<file path="src/rtl/ps2_host_tx.sv">
// ps2_host_tx: host-to-device PS/2 command transmitter with inhibit, request-to-send, ACK check and timeout
module ps2_host_tx #(
   parameter int CLK_INHIBIT_CYCLES = 6000,
   parameter int TIMEOUT_CYCLES     = 1000000
) (
   input  logic       CLOCK_50,
   input  logic       resetn,
   input  logic       send_cmd,
   input  logic [7:0] cmd_byte,
   input  logic       ps2_clk_in,
   input  logic       ps2_dat_in,
   output logic       ps2_clk_oe,
   output logic       ps2_dat_oe,
   output logic       busy,
   output logic       done,
   output logic       tx_error,
   output logic       timeout
);
   localparam int CW = $clog2((CLK_INHIBIT_CYCLES > TIMEOUT_CYCLES ? CLK_INHIBIT_CYCLES : TIMEOUT_CYCLES) + 1);
   localparam logic [CW-1:0] INH_LAST = CW'(CLK_INHIBIT_CYCLES - 1);
   localparam logic [CW-1:0] TO_LAST  = CW'(TIMEOUT_CYCLES - 1);
   typedef enum logic [2:0] {IDLE, INHIBIT, RTS, SEND, ACK, WAIT_IDLE} state_t;
   state_t        state_q, state_d;
   logic [1:0]    clk_sync_q, dat_sync_q;
   logic          clk_prev_q;
   logic [CW-1:0] cnt_q, cnt_d;
   logic [3:0]    bit_q, bit_d;
   logic [9:0]    frame_q, frame_d;
   logic          dat_oe_q, dat_oe_d;
   logic          done_q, done_d;
   logic          err_q, err_d;
   logic          to_q, to_d;
   logic          clk_s, dat_s, fall, expire;
   assign clk_s      = clk_sync_q[1];
   assign dat_s      = dat_sync_q[1];
   assign fall       = clk_prev_q & ~clk_s;
   assign ps2_clk_oe = (state_q == INHIBIT) || (state_q == RTS);
   assign ps2_dat_oe = (state_q == RTS) || (state_q == SEND && dat_oe_q);
   assign busy       = state_q != IDLE;
   assign done       = done_q;
   assign tx_error   = err_q;
   assign timeout    = to_q;
   // Resynchronise the asynchronous PS/2 pins; idle level of the bus is high
   always_ff @(posedge CLOCK_50 or negedge resetn) begin
      if (!resetn) begin
         clk_sync_q <= 2'b11;
         dat_sync_q <= 2'b11;
         clk_prev_q <= 1'b1;
      end else begin
         clk_sync_q <= {clk_sync_q[0], ps2_clk_in};
         dat_sync_q <= {dat_sync_q[0], ps2_dat_in};
         clk_prev_q <= clk_s;
      end
   end
   // Transaction state, shared inhibit/timeout counter, frame shifter and result flags
   always_ff @(posedge CLOCK_50 or negedge resetn) begin
      if (!resetn) begin
         state_q  <= IDLE;
         cnt_q    <= '0;
         bit_q    <= '0;
         frame_q  <= '0;
         dat_oe_q <= 1'b0;
         done_q   <= 1'b0;
         err_q    <= 1'b0;
         to_q     <= 1'b0;
      end else begin
         state_q  <= state_d;
         cnt_q    <= cnt_d;
         bit_q    <= bit_d;
         frame_q  <= frame_d;
         dat_oe_q <= dat_oe_d;
         done_q   <= done_d;
         err_q    <= err_d;
         to_q     <= to_d;
      end
   end
   // Next-state logic; a device clock edge always wins over an expiring timeout
   always_comb begin
      state_d  = state_q;
      cnt_d    = cnt_q + 1'b1;
      bit_d    = bit_q;
      frame_d  = frame_q;
      dat_oe_d = dat_oe_q;
      done_d   = 1'b0;
      err_d    = err_q;
      to_d     = to_q;
      expire   = 1'b0;
      case (state_q)
         IDLE: begin
            cnt_d = '0;
            if (send_cmd) begin
               frame_d = {1'b1, ~^cmd_byte, cmd_byte};
               err_d   = 1'b0;
               to_d    = 1'b0;
               state_d = INHIBIT;
            end
         end
         INHIBIT: begin
            if (cnt_q == INH_LAST) begin
               cnt_d   = '0;
               state_d = RTS;
            end
         end
         RTS: begin
            cnt_d    = '0;
            bit_d    = '0;
            dat_oe_d = 1'b1;
            state_d  = SEND;
         end
         SEND: begin
            if (fall) begin
               cnt_d = '0;
               if (bit_q == 4'd10) state_d = ACK;
               else begin
                  dat_oe_d = ~frame_q[bit_q];
                  bit_d    = bit_q + 1'b1;
               end
            end else expire = cnt_q == TO_LAST;
         end
         ACK: begin
            if (fall) begin
               cnt_d   = '0;
               err_d   = dat_s;
               state_d = WAIT_IDLE;
            end else expire = cnt_q == TO_LAST;
         end
         WAIT_IDLE: begin
            if (clk_s && dat_s) begin
               done_d  = 1'b1;
               state_d = IDLE;
            end else if (fall) cnt_d = '0;
            else expire = cnt_q == TO_LAST;
         end
         default: state_d = IDLE;
      endcase
      if (expire) begin
         cnt_d    = '0;
         dat_oe_d = 1'b0;
         done_d   = 1'b1;
         err_d    = 1'b1;
         to_d     = 1'b1;
         state_d  = IDLE;
      end
   end
endmodule
</file>
<file path="config.mk">
export PLATFORM = sky130hd
export DESIGN_NAME = ps2_host_tx
export DESIGN_NICKNAME = d
export VERILOG_FILES = /design/src/rtl/ps2_host_tx.sv
export SDC_FILE = /design/constraint.sdc
export NUM_CORES = 1
export LEC_CHECK = 0
export ABC_AREA = 1
export BUFFER_PORTS_ARGS = -buffer_cell sky130_fd_sc_hd__buf_4
export CORE_UTILIZATION = 67
export CTS_BUF_LIST = sky130_fd_sc_hd__clkbuf_8
export DETAILED_ROUTE_END_ITERATION = 16
export GPL_TIMING_DRIVEN = 0
export PLACE_DENSITY = 0.87
export SETUP_SLACK_MARGIN = 0.4
export SYNTH_ARGS = -nofsm -noshare
export SYNTH_HDL_FRONTEND = slang
export SYNTH_SLANG_ARGS = --single-unit
</file>
<file path="constraint.sdc">
create_clock -name CLOCK_50 -period 4.22 [get_ports CLOCK_50]
set_input_delay 0.422 -clock CLOCK_50 [delete_from_list [all_inputs] [get_ports CLOCK_50]]
set_output_delay 0.422 -clock CLOCK_50 [all_outputs]
set_load 0.02 [all_outputs]
</file>
==> key figures, run 1 <==
Status
  • Status: finished, final reports clean

Yosys
  • Synthesized flop and latch total: 46
  • Mapped Area: approximately 2600 sq um
  • Syn Area/Cell: approximately 7.5 sq um
  • Ys flop type: dfrtp_1
  • Cells after Synth: 343
  • Seq/Total Area, Yosys: 0.448
  • YS warnings: 0
  • Post-synth EDFFs: 0
  • Synthesized Nets: 359
  • Count of cell types in the netlist: 30
  • FFs w/ async S/R, synth: 1.00

Pwr
  • Gate power share: 0.429
  • Switching Fraction: 0.413
  • Pleak: 1.42 nW
  • P_int: between 0.0009 and 0.001 W
  • Sw power: approximately 0.00064 W
  • Sequential share of power: 0.395
  • Max VDD drop: 314 uV
  • Clock Power Share: 0.176
  • Pwr Density: around 540 nW/um^2
  • Total power: between 0.0015 and 0.002 W

Global route
  • Initial antenna violation count: 0
  • Total grt overflow: 0
  • Largest net degree at the start of global routing: between 40 and 50
  • Global Route Usage Sum: 0.277
  • First-pass GRT wire length: just under 9000 um
  • Via count of the first global-routing pass: about 2000

Setup path
  • Critical path endpoint: busy
  • R2r startpoint: cnt_q[0]
  • CP bufs+invs: 3
  • CP max stage delay: between 0.4 and 0.5 ns
  • CP arrival: approximately 1.4 ns
  • Worst reg2reg path endpoint: cnt_q[16]
  • Setup slack, reg-to-reg: around 2.4 ns
  • Slowest-stage cell, CP: dfrtp_1
  • CP delay by family, top: buffers and inverters
  • Startpoint type of the worst setup path: flop
  • CP required: ~3.8 ns
  • Critical path depth: 5
  • Worst path most repeated cell: inv_1
  • Crit end category: output pin
  • Crit-path max FO: 6
  • Critical Path Source: state_q[0]
  • Crit-path cells: inv_1 > nand2_2 > nor2_1 > inv_1 > buf_4
  • Worst R2R Path Depth: 9
  • Critical setup path kind: reg -> out

Floorplanning
  • Starting Density: 0.700
  • Die area: 4110 sq um
  • Core Area: approximately 3700 sq um
  • # IOs: 19
  • Die span in y: 64.1 um
  • Num rows: 22
  • Die X: roughly 64 um

STA
  • Final cycle utilization of the critical path: 0.428
  • RSZ-0062 raised after global routing: false
  • Final min period: 1.81 ns
  • Final setup margin: approximately 2.4 ns
  • Setup tns final: 0 ns
  • Slew HR: 0.624
  • Worst-margin pin slew: 0.564 ns
  • Highest Clock Rate: 553 MHz
  • Worst clock skew: about 0.0046 ns
  • Final setup viols: 0
  • Final hold vios: 0
  • Final Max Tran Viols: 0

Job
  • Max-cap violation count: 0

Final layout
  • Most common cell after layout, fill and taps aside: nand2_1
  • Share of layout cells above drive strength 1: 0.133
  • Nets: ~380
  • Antenna cell count: 0
  • Commonest non-fill, non-tap cells in the layout: 90 x nand2_1, 67 x nor2_1, 41 x dfrtp_1
  • Register area: about 1200 sq um
  • Post-layout util: 0.778
  • Synth-to-Final Area Change: 11.1%
  • Final non-filler cell total: approximately 420
  • Area of the multi-input gates: around 1200 sq um
  • # fillers: around 280

Placed design
  • Port Buffers: 18
  • Placed Instances: approximately 400
  • Dpl hpwl: 3840 um
  • Placer Congestion: between 0.9 and 1
  • Worst slack, placed: 2.47 ns

Detailed routing
  • Iteration-0 DRC Markers: 213
  • Drt total wl: a little over 5000 um
  • Final ANT Viol Nets: 0
  • Vias per std cell: roughly 5.4
  • DR WL/cell: ~12 um
  • Vias: 2259
  • 1st-pass router iterations: 4
  • DRC: 0

Clock network
  • Setup bufs post-CTS: 0
  • Post_cts resized: 0
  • Hold Buf Count CTS: 0
  • TritonCTS buffer count: 5
  • CTS Sinks: 46
  • Clk_lat worst skew: about 0.30 ns
  • H-tree levels: 2
  • Clock slew at reported path FFs: 0.08 ns
  • Clock tree from TritonCTS: yes
  • Clk buf depth: 2
  • Root Buffer: clkbuf_8

Hold path
  • Worst hold path class: in -> async
worst register-to-register path, stage by stage (launching register included):
cell and delay, ns:
dfrtp_1 0.38, ha_1 0.25, nand3_2 0.15, nor2_1 0.18
nand3_1 0.10, nand2_1 0.10, nand2_1 0.16, nand2_4 0.15
buf_6 0.15, nor2_1 0.05
layout make-up:
cell class	count	share of cell area
well taps	48	0.0209
clock inverters	2	0.00305
inverters	39	0.0510
clock buffers	6	0.0288
repair buffers	18	0.0471
multi-input cells	254	0.435
flip-flops and latches	46	0.403
plain buffers	4	0.0109
worst min-delay path by stage:
stage,to,start
6_report,state_q[1],resetn
5_1_grt,cnt_q[9],resetn
4_1_cts,cnt_q[9],resetn
3_5_place_dp,dat_sync_q[1],dat_sync_q[0]
3_3_place_gp,dat_sync_q[1],dat_sync_q[0]
2_1_floorplan,bit_q[0],resetn
flip-flops by register name, indices dropped and copies added (netlist names):
register,cells
dat_sync_q,2
bit_q,4
clk_sync_q,2
state_q,3
cnt_q,20
tx_error,1
frame_q,10
dat_oe_q,1
done,1
clk_prev_q,1
timeout,1
metal layers:
| metal | up-vias | part of all wire | global-route usage |
|---|---|---|---|
| met1 | 1053 | 0.46 | 0.390 |
| met2 | 80 | 0.46 | 0.435 |
| li1 | 1117 | - | - |
| met3 | 9 | 0.061 | 0.0554 |
| met5 | - | 0 | 0 |
| met4 | 0 | 0.014 | 0.0833 |
stage by stage:
step           hold slack (ns)  instance area [sq um]
5_1_grt                  0.159                   2870
3_3_place_gp             0.352                   2780
2_1_floorplan            0.126                   2580
6_report                 0.102                   2870
3_5_place_dp             0.351                   2780
4_1_cts                  0.130                   2870
logic make-up after synthesis:
logic type | after synthesis | synth area share
adder cells (fa/ha/maj) | 3 | 0.0145
AO/OA/AOI/OAI | 22 | 0.0450
XOR/XNOR | 21 | 0.0712
buffers and inverters | 43 | 0.0688
AND/OR/NAND/NOR | 208 | 0.353
flip-flops | 46 | 0.448
synth_stat cells (all sizes together) (2+ instances only):
master  number  share of area
a21oi        5         0.0097
buf          4          0.012
dfrtp       41           0.40
dfstp        5          0.051
ha           3          0.015
inv         39          0.057
nand2       94           0.14
nand3       29          0.058
nand3b       2          0.011
nand4        6          0.015
nor2        72           0.12
o21ai       14          0.027
or2          2         0.0048
xnor2        8          0.027
xor2        13          0.044
power by group through the flow:
stage,logic (W),registers (W),clock network (W)
2_1_floorplan,0.000486,0.000615,0
5_1_grt,0.000745,0.000622,0.000293
6_report,0.000667,0.000613,0.000274
3_3_place_gp,0.000637,0.000614,0
3_5_place_dp,0.000662,0.000617,0
4_1_cts,0.000666,0.000611,0.000280
No activity file was read; power rests on OpenSTA's default activity.
==> run 2: changes to the inputs <==
Settings changed: ABC_AREA 1 to 0, CORE_UTILIZATION 67 to 62, PLACE_DENSITY 0.87 to 0.82.
Clock period 4.22 ns to 1.75 ns, I/O delays scaled along.
==> key figures, run 2 <==
Status
  • Status: finished, violations left
  • Failing checks: setup timing

Pwr
  • Sequential share of power: 0.302 (-0.093)
  • P_int: 0.00307 W (+240%)
  • Clock Power Share: 0.166 (-0.010)
  • Gate power share: 0.532 (+0.103)
  • Total power: 0.00491 W (+220%)
  • Max VDD drop: 803 uV (+160%)
  • Pleak: 1.44 nW (+1.5%)
  • Pwr Density: 1420 nW/um^2 (+160%)
  • Switching Fraction: 0.374 (-0.0392)
  • Sw power: 0.00184 W (+190%)

STA
  • Slew HR: 0.612 (-0.0118)
  • RSZ-0062 raised after global routing: true
  • Final Max Tran Viols: 0 (unchanged)
  • Final hold vios: 0 (unchanged)
  • Worst clock skew: 0.0196 ns (+0.0150 ns)
  • Final setup margin: -0.0501 ns (-2.46 ns)
  • Final min period: roughly 1.8 ns
  • Highest Clock Rate: roughly 560 MHz
  • Final cycle utilization of the critical path: 1.03
  • Final setup viols: 23 (+23)
  • Worst-margin pin slew: 0.582 ns (+0.0177 ns)

Setup path
  • Crit-path cells: nand3_2 > nor4_4 > nand4_4 > a21bo_4 > buf_12 > nor2_2
  • Critical Path Source: cnt_q[18]
  • Critical path endpoint: cnt_q[16]
  • R2r startpoint: cnt_q[18]
  • CP max stage delay: 0.45 ns (+0.04 ns)
  • Slowest-stage cell, CP: dfrtp_1
  • Critical setup path kind: reg -> reg
  • CP required: 1.94 ns (-1.86 ns)
  • Worst reg2reg path endpoint: cnt_q[16]
  • CP arrival: 1.99 ns (+0.60 ns)
  • Worst R2R Path Depth: 6 (-3)
  • Startpoint type of the worst setup path: flop
  • Setup slack, reg-to-reg: -0.05 ns (-2.48 ns)
  • Crit end category: flop
  • Crit-path max FO: 10 (+4)

Final layout
  • Design Area, Final: 3450 sq um (+20%)
  • Largest Register: cnt_q
  • Share of layout cells above drive strength 1: 0.495 (+0.362)
  • Antenna cell count: 0 (unchanged)
  • Most common cell after layout, fill and taps aside: buf_4
  • Commonest non-fill, non-tap cells in the layout: 43 x buf_4, 36 x dfrtp_1, 18 x xnor2_1
  • Largest registers: cnt_q (20), frame_q (10), bit_q (4)
  • Nets: 302 (-21%)
  • Largest register FFs: 20 (unchanged)
  • Synth-to-Final Area Change: 38.9%
  • # fillers: 129 (-53%)

Global route
  • Global Route Usage Sum: 0.281 (+0.00406)
  • Total grt overflow: 0 (unchanged)
  • Initial antenna violation count: 0 (unchanged)
  • Via count of the first global-routing pass: 1935 (-3.2%)
  • Largest net degree at the start of global routing: 47 (unchanged)
  • First-pass GRT wire length: 8870 um (+2.1%)

Clock network
  • Root Buffer: clkbuf_8
  • TritonCTS buffer count: 5 (unchanged)
  • Clock tree from TritonCTS: yes
  • Clk_lat worst skew: 0.31 ns (about the same)
  • H-tree levels: 2 (unchanged)
  • CTS Sinks: 46 (unchanged)
  • Clock slew at reported path FFs: 0.10 ns (+0.02 ns)
  • Clk buf depth: 2 (unchanged)

Yosys
  • Cells after Synth: 225 (-34%)
  • Post-synth EDFFs: 0 (unchanged)
  • Seq/Total Area, Yosys: 0.466 (+0.0178)
  • Most common cell in the synthesized netlist: dfrtp_1
  • Yosys top cell area share: 0.413 (+0.0158)
  • Ys flop type: dfrtp_1
  • Synth area leader: dfrtp_1
  • Synthesized Nets: 241 (-33%)
  • Count of cell types in the netlist: 52 (+73%)
  • YS warnings: 0 (unchanged)
  • Syn Area/Cell: 11.0 sq um (+47%)
  • FFs w/ async S/R, synth: 1.00 (unchanged)
  • Synthesized flop and latch total: 46 (unchanged)
  • Post-synth top cells: 41 x dfrtp_1, 19 x xnor2_1, 18 x nor2_2
  • Mapped Area: 2480 sq um (-3.8%)
  • Top cells by area, synth: dfrtp_1 41%, xnor2_1 6.7%, dfstp_2 5.3%

Placed design
  • Worst slack, placed: -0.0712 ns (-2.54 ns)
  • Dpl hpwl: 3130 um (-18%)
  • Port Buffers: 18 (unchanged)
  • Placer Congestion: 0.922 (+2.0%)
  • Placed Area: 2790 sq um (+0.31%)

Detailed routing
  • Vias per std cell: 6.14 (+13%)
  • DRC: 0 (unchanged)
  • DR WL/cell: 21.4 um (+72%)
  • 1st-pass router iterations: 5 (+1)
  • Drt total wl: 7160 um (+38%)
  • Final ANT Viol Nets: 0 (unchanged)
  • Vias: 2058 (-8.9%)
  • Iteration-0 DRC Markers: 241 (+13%)

Floorplanning
  • Die span in y: 65.3 um (+1.9%)
  • Die X: 65.3 um (+1.9%)
  • # IOs: 19 (unchanged)
  • Num rows: 22 (unchanged)
  • Core Area: 3740 sq um (+1.5%)
  • Die area: 4260 sq um (+3.8%)
  • Starting Density: 0.664 (-0.0367)

Job
  • Max-cap violation count: 0 (unchanged)

Hold path
  • Worst hold path class: in -> reg
## run 2: cell families (layout without fill, tap and decap cells)
logic type,after synthesis,count (layout),share of synthesized area
multiplexers,14,14,0.0715
XOR/XNOR,28,28,0.0987
flip-flops,46,46,0.466
adder cells (fa/ha/maj),3,3,0.0151
AND/OR/NAND/NOR,99,99,0.250
AO/OA/AOI/OAI,22,22,0.0629
buffers and inverters,13,75,0.0363
## run 2: through the flow
step,cells,hold slack [ns],utilization,TNS (ns)
5_1_grt,335,0.108,0.922,-1.31
3_5_place_dp,291,0.211,0.745,-1.56
4_1_cts,326,0.105,0.866,0
3_3_place_gp,291,0.211,0.745,-0.393
6_report,335,0.100,0.922,-0.539
2_1_floorplan,225,-0.121,-,0
## run 2: area by class of cell
cell class / count / area (sq um) / share of cell area
clock inverters: 3 / 45.0 / 0.0130
repair buffers: 54 / 475 / 0.138
inverters: 8 / 30.0 / 0.00870
plain buffers: 5 / 73.8 / 0.0214
clock buffers: 5 / 68.8 / 0.0199
well taps: 48 / 60.1 / 0.0174
flip-flops and latches: 46 / 1160 / 0.337
multi-input cells: 166 / 1540 / 0.445
## run 2: metal layers
layer	track usage	wire (um)	vias to the layer above
met3	0.0556	382	30
met2	0.485	3770	105
li1	-	-	907
met1	0.345	2730	1016
met4	0.109	274	0
met5	0	0	-
## run 2: what timing repair did
item | in CTS | in global routing
resized for setup | 22 | 32
endpoints found under the setup margin | 44 | 44
gates cloned | 1 | 2
pin swaps | 7 | 4
hold buffers | 3 | 0
buffers inserted | 23 | 7
endpoints found under the hold margin | 43 | 0
## run 2: worst max-delay path, delay by kind of cell, from the launching register on
kind            cells  cell delay (ns)
compound gates      1             0.29
buf+inv             1             0.17
flops               1             0.45
simple gates        4             0.76
## run 2: power groups by stage
stage	Clock (W)	Sequential, W	Combinational, W
floorplan	0	0.00145	0.00132
global placement	0	0.00147	0.00163
detailed placement	0	0.00148	0.00165
CTS	0.000814	0.00145	0.00215
global route	0.000858	0.00150	0.00274
finish	0.000815	0.00148	0.00261
## run 2: worst min-delay path by stage
stage,from,end,cells past startpoint
after global routing,cmd_byte[4],frame_q[4],2
after global placement,resetn,frame_q[3],1
after CTS,cmd_byte[4],frame_q[4],2
after floorplan,resetn,bit_q[0],0
after detailed placement,resetn,frame_q[3],1
final,cmd_byte[4],frame_q[4],2
